===== config.mk =====
export PLATFORM = sky130hd
export DESIGN_NAME = word_loader_flat
export DESIGN_NICKNAME = d
export VERILOG_FILES = /design/src/rtl/word_loader_if.sv /design/src/rtl/word_loader.sv /design/src/flat_wrapper.sv
export SDC_FILE = /design/constraint.sdc
export NUM_CORES = 1
export LEC_CHECK = 0
export CAP_MARGIN = 20
export CORE_MARGIN = 4
export CORE_UTILIZATION = 25
export CTS_CLUSTER_SIZE = 8
export DETAILED_ROUTE_END_ITERATION = 7
export PLACE_DENSITY = 0.58
export SKIP_LAST_GASP = 1
export SLEW_MARGIN = 20
export SYNTH_ARGS = -nofsm -noshare
export SYNTH_HDL_FRONTEND = slang
export SYNTH_SLANG_ARGS = --single-unit

===== constraint.sdc =====
create_clock -name clk -period 1.43 [get_ports clk]
set_clock_uncertainty 0.1 [all_clocks]
set_input_delay 0.286 -clock clk [delete_from_list [all_inputs] [get_ports clk]]
set_output_delay 0.286 -clock clk [all_outputs]
set_load 0.005 [all_outputs]

===== src/rtl/word_loader_if.sv =====
// Byte stream, input-SRAM write port and encoder handshake for word_loader.
// master is the upstream/encoder side; slave is the loader itself.
interface word_loader_if #(
  parameter int ADDR_WIDTH = 4,
  parameter int DATA_WIDTH = 8
);
  logic                  s_valid;
  logic [DATA_WIDTH-1:0] s_data;
  logic                  s_last;
  logic                  s_ready;
  logic                  ram_we;
  logic [ADDR_WIDTH-1:0] ram_addr;
  logic [DATA_WIDTH-1:0] ram_din;
  logic                  enc_cs;
  logic                  enc_done;
  logic [ADDR_WIDTH-1:0] len;
  logic                  overflow;
  logic                  word_done;

  modport master (
    output s_valid, s_data, s_last, enc_done,
    input  s_ready, ram_we, ram_addr, ram_din, enc_cs, len, overflow, word_done
  );

  modport slave (
    input  s_valid, s_data, s_last, enc_done,
    output s_ready, ram_we, ram_addr, ram_din, enc_cs, len, overflow, word_done
  );
endinterface


===== src/rtl/word_loader.sv =====
// Loads one word from a byte stream into the encoder input SRAM, appends a
// terminator, starts the encoder and holds off upstream until it finishes.
module word_loader #(
  parameter int ADDR_WIDTH = 4,
  parameter int DATA_WIDTH = 8,
  parameter logic [DATA_WIDTH-1:0] TERMINATOR = '0
) (
  input logic clk,
  input logic rst,
  word_loader_if.slave bus
);
  localparam int DEPTH = 1 << ADDR_WIDTH;
  localparam logic [ADDR_WIDTH-1:0] LAST_SLOT = ADDR_WIDTH'(DEPTH - 2);
  localparam logic [ADDR_WIDTH-1:0] MAX_LEN   = ADDR_WIDTH'(DEPTH - 1);

  typedef enum logic [2:0] {LOAD, DRAIN, TERM, START, WAIT, FINISH} state_t;

  state_t                state;
  state_t                state_next;
  logic [ADDR_WIDTH-1:0] count;
  logic [ADDR_WIDTH-1:0] len_q;
  logic                  overflow_q;
  logic                  ready;
  logic                  accept;
  logic                  we;
  logic [ADDR_WIDTH-1:0] addr;
  logic [DATA_WIDTH-1:0] din;
  logic                  cs;
  logic                  done_pulse;

  assign ready  = ((state == LOAD) || (state == DRAIN)) && !rst;
  assign accept = bus.s_valid && ready;

  // Every strobe is gated by rst so an abandoned word never writes or starts.
  always_comb begin
    state_next = state;
    we         = 1'b0;
    addr       = '0;
    din        = '0;
    cs         = 1'b0;
    done_pulse = 1'b0;
    case (state)
      LOAD: begin
        if (accept) begin
          we   = 1'b1;
          addr = count;
          din  = bus.s_data;
          if (bus.s_last)
            state_next = TERM;
          else if (count == LAST_SLOT)
            state_next = DRAIN;
        end
      end
      DRAIN: begin
        if (accept && bus.s_last)
          state_next = TERM;
      end
      TERM: begin
        we         = !rst;
        addr       = len_q;
        din        = TERMINATOR;
        state_next = START;
      end
      START: begin
        cs         = !rst;
        state_next = WAIT;
      end
      WAIT: begin
        if (bus.enc_done)
          state_next = FINISH;
      end
      FINISH: begin
        done_pulse = !rst;
        state_next = LOAD;
      end
      default: state_next = LOAD;
    endcase
  end

  // count is cleared on leaving LOAD, so count == 0 in LOAD marks the first beat.
  always_ff @(posedge clk) begin
    if (rst) begin
      state      <= LOAD;
      count      <= '0;
      len_q      <= '0;
      overflow_q <= 1'b0;
    end else begin
      state <= state_next;
      if ((state == LOAD) && accept) begin
        if (count == '0)
          overflow_q <= 1'b0;
        if (bus.s_last) begin
          len_q <= count + 1'b1;
          count <= '0;
        end else if (count == LAST_SLOT) begin
          overflow_q <= 1'b1;
          len_q      <= MAX_LEN;
          count      <= '0;
        end else begin
          count <= count + 1'b1;
        end
      end
    end
  end

  assign bus.s_ready   = ready;
  assign bus.ram_we    = we;
  assign bus.ram_addr  = addr;
  assign bus.ram_din   = din;
  assign bus.enc_cs    = cs;
  assign bus.word_done = done_pulse;
  assign bus.len       = len_q;
  assign bus.overflow  = overflow_q;
endmodule

===== src/flat_wrapper.sv =====
// flat-port wrapper written by rule: the top's interface ports become plain ports
module word_loader_flat 
#(
  parameter int ADDR_WIDTH = 4,
  parameter int DATA_WIDTH = 8,
  parameter logic [DATA_WIDTH-1:0] TERMINATOR = '0
)
  (clk, rst, bus_s_valid, bus_s_data, bus_s_last, bus_enc_done, bus_s_ready, bus_ram_we, bus_ram_addr, bus_ram_din, bus_enc_cs, bus_len, bus_overflow, bus_word_done);
  word_loader_if #(.ADDR_WIDTH(ADDR_WIDTH), .DATA_WIDTH(DATA_WIDTH)) bus_i ();
  input logic clk;
  input logic rst;
  input wire logic [$bits(bus_i.s_valid)-1:0] bus_s_valid;
  input wire logic [$bits(bus_i.s_data)-1:0] bus_s_data;
  input wire logic [$bits(bus_i.s_last)-1:0] bus_s_last;
  input wire logic [$bits(bus_i.enc_done)-1:0] bus_enc_done;
  output wire logic [$bits(bus_i.s_ready)-1:0] bus_s_ready;
  output wire logic [$bits(bus_i.ram_we)-1:0] bus_ram_we;
  output wire logic [$bits(bus_i.ram_addr)-1:0] bus_ram_addr;
  output wire logic [$bits(bus_i.ram_din)-1:0] bus_ram_din;
  output wire logic [$bits(bus_i.enc_cs)-1:0] bus_enc_cs;
  output wire logic [$bits(bus_i.len)-1:0] bus_len;
  output wire logic [$bits(bus_i.overflow)-1:0] bus_overflow;
  output wire logic [$bits(bus_i.word_done)-1:0] bus_word_done;
  assign bus_i.s_valid = bus_s_valid;
  assign bus_i.s_data = bus_s_data;
  assign bus_i.s_last = bus_s_last;
  assign bus_i.enc_done = bus_enc_done;
  assign bus_s_ready = bus_i.s_ready;
  assign bus_ram_we = bus_i.ram_we;
  assign bus_ram_addr = bus_i.ram_addr;
  assign bus_ram_din = bus_i.ram_din;
  assign bus_enc_cs = bus_i.enc_cs;
  assign bus_len = bus_i.len;
  assign bus_overflow = bus_i.overflow;
  assign bus_word_done = bus_i.word_done;
  word_loader #(.ADDR_WIDTH(ADDR_WIDTH), .DATA_WIDTH(DATA_WIDTH), .TERMINATOR(TERMINATOR)) u_core (.clk(clk), .rst(rst), .bus(bus_i));
endmodule

==> flow_summary.ini <==
[outcome]
status = finished, violations left
violations = setup timing

[routing]
viasPerCell = 5.239
drtIter0Drc = 25
postRouteAntennaNets = 0
drc_errors = 0
num_vias = 1142
wirelength_um = 3431
wl_per_cell_um = 15.74
drtPass1Iterations = 4

[die]
die_w_um = 65.69
ios = 34
coreArea_um2 = 3128
design.die.area_um2 = 4315
initial_core_util = 0.2660
die_height_um = 65.69
std_cell_rows = 20

[min_path]
min_path_cells = 1
min_to = u_core.bus.overflow
min_path_type = register to register
hp-start = u_core.bus.overflow

[timing]
tightest_slew_ps = 405.9
min_period_ps = 1907
rsz0062_at_grt = true
clock.fmax_ghz = 0.5243
finalCritPeriodShare = 1.334
final-max-slew-violation-count = 0
max_slew_margin = 0.7294
setup_ws_ps = -477.2
hold_viol = 0
setup_violations = 27

[logic_synthesis]
syn_area_per_cell_um2 = 8.238
yosysWarnings = 0
synth_xor_area_frac = 0.03158
syn-num-nets = 117
ys_seq_area_frac = 0.2887
synthMuxAreaShare = 0
synthAdderAreaFrac = 0.04511
synth_cells = 101
mappedNetlistArea_um2 = 832.0
synth_seq_cells = 12
yosys.area_share.simple = 0.3023
yosys.area.top_type = dfxtp_1
ys_top_cells_by_area = dfxtp_1 (29%), and3_1 (6.8%), ha_1 (4.5%)
synth_compound_area_frac = 0.2301
synth_top_family_by_area = simple AND/OR/NAND/NOR gates
synth_top_area_share = 0.2887
synth_cell_types = 35

[clock_network]
ctsHtreeMaxLevel = 1
path_clk_slew_ps = 70
clock_sinks = 12
clock_path_buffers = 2
numCtsBuffers = 3
cts_tree = built
clock_latency_ps = 290
cts_root_buf = clkbuf_4

[worst_setup_path]
cp_slowest_cell = dfxtp_2
reg2reg_depth = 10
rr_endpoint = u_core.bus.len[2]
ff2ff_setup_slack_ps = -440
r2r_start = u_core.state[2]
critPathLaunchType = register
critical_path.max_stage_delay_ps = 340
path_max_fanout = 8
worst-path-buf-inv = 4
crit_type = register to primary output
cp.arrival_ps = 1520
required_ps = 1040
crit_top_cell = buf_6
cp_top_family = buffers and inverters
path_cells = nor4_4, buf_4, buf_6, buf_6, and3_4, buf_6
crit_path_end_kind = primary output

[global_route]
first_global_vias = 1060
grt-busiest-layer = met2
grt_util_all_layers = 0.1481
antenna_found_initial = 0
grtUsageMet1 = 0.1881
grt_use_met3 = 0.03248
use_met2 = 0.2390
grt_max_degree = 21
grt_overflow = 0
grt_pass1_wl_um = 4995

[placed_design]
io_buffers = 33
place_hpwl_um = 2146
placed_cells = 196
finalWeightedCongestion = 0.8386

[layout]
final_cell_mix = buf_4 (30), buf_6 (21), buf_2 (12), clkdlybuf4s50_1 (10), dlygate4sd2_1 (7)
area_growth_pct = 108.9
fin_cells = 218
final_core_util = 0.5556
layout-drive-gt1-share = 0.5690
final_common_cell = buf_4
antenna_cells_inserted = 0
nets = 191
fillCellCount = 287

[power]
irDropWorstVdd_mv = 0.5100
p_per_area_nw_per_um2 = 552.8
p_leak_nw = 0.7636

[job]
drv_cap = 0
## cell type report
type	instances	area, um^2	area share
multi-input combinational	71	671.9	0.3866
sequential	12	251.5	0.1447
inverter	6	25.02	0.01440
tap	44	55.05	0.03168
clock buffer	4	36.28	0.02088
timing repair buffer	81	698.2	0.4017
## state kept, by name, summed over array words and instances, names as in the netlist
register and flops:
u_core.bus.len 4, u_core.bus.overflow 1, u_core.count 4, u_core.state 3
## stage by stage
step                setup TNS (ps)  cell area, um^2  setup slack [ps]  hold WS [ps]  power [mW]
global placement            -18630             1380            -961.2         391.5      0.5931
finish                      -10030             1738            -477.2         411.9      0.9608
detailed placement          -18740             1380            -967.4         393.1      0.5974
global route                -11670             1738            -539.2         444.7       1.016
floorplan                        0            835.8             10.55         393.4      0.4584
CTS                          -7225             1573            -480.9         421.0      0.9207
## worst reg2reg max path, delay by kind of cell (launching register included)
kind                   cells  cell delay (ps)
buffers and inverters      7              860
flip-flops                 1              370
AO/OA/AOI/OAI              1              240
AND/OR/NAND/NOR            2              190
## worst max path at each step
stage	start	endpoint	depth (start not counted)
CTS	u_core.state[2]	bus_ram_din[6]	6
global route	u_core.state[0]	bus_ram_din[7]	6
floorplan	u_core.state[0]	bus_ram_addr[0]	4
finish	u_core.state[0]	bus_ram_din[2]	6
global placement	rst	bus_ram_din[0]	6
detailed placement	rst	bus_ram_addr[0]	6
## routing by layer
layer  vias up  wire [um]
met3         5        240
met2        43       1636
met1       559       1500
li1        535          -
met4         0         54
met5         -          0
## what timing repair did
item	4_1_cts	5_1_grt
buffers inserted	13	11
setup endpoints to repair	33	27
pin swaps	21	11
resized for setup	108	27
hold endpoints to repair	0	0
hold buffers	0	0
## power by group
| part | internal, mW | switching, mW | leakage [nW] |
|---|---|---|---|
| Sequential | 0.345 | 0.00881 | 0.101 |
| Clock | 0.155 | 0.129 | 0.0210 |
| Combinational | 0.183 | 0.140 | 0.642 |
## Yosys cell counts
library cell,count
nor4_1,1
buf_4,1
a211o_1,1
nor2_1,5
nand3_1,3
buf_2,5
xnor2_1,3
and3_1,9
nor2b_1,2
ha_1,3
clkbuf_1,5
nor3_1,4
o21ai_1,1
nand2_1,2
nand4_1,3
o31ai_1,2
dfxtp_1,12
and2_1,1
a21oi_1,3
or3_1,2
a31oi_1,5
a311oi_1,4
buf_6,1
and3b_1,1
nor4b_1,2
a32o_1,3
nor3b_1,1
nand3b_1,1
nor4_4,1
o211ai_1,1
or4_1,2
a31o_2,1
a32oi_1,3
inv_1,6
o32ai_1,1
## logic make-up (layout without fill, tap and decap cells)
kind of cell,count (synthesis),count (layout)
compound gates,25,25
xor+xnor,3,3
fa+ha+maj,3,3
buf+inv,18,91
flops,12,12
simple gates,40,40
No activity file was read; power rests on OpenSTA's default activity.
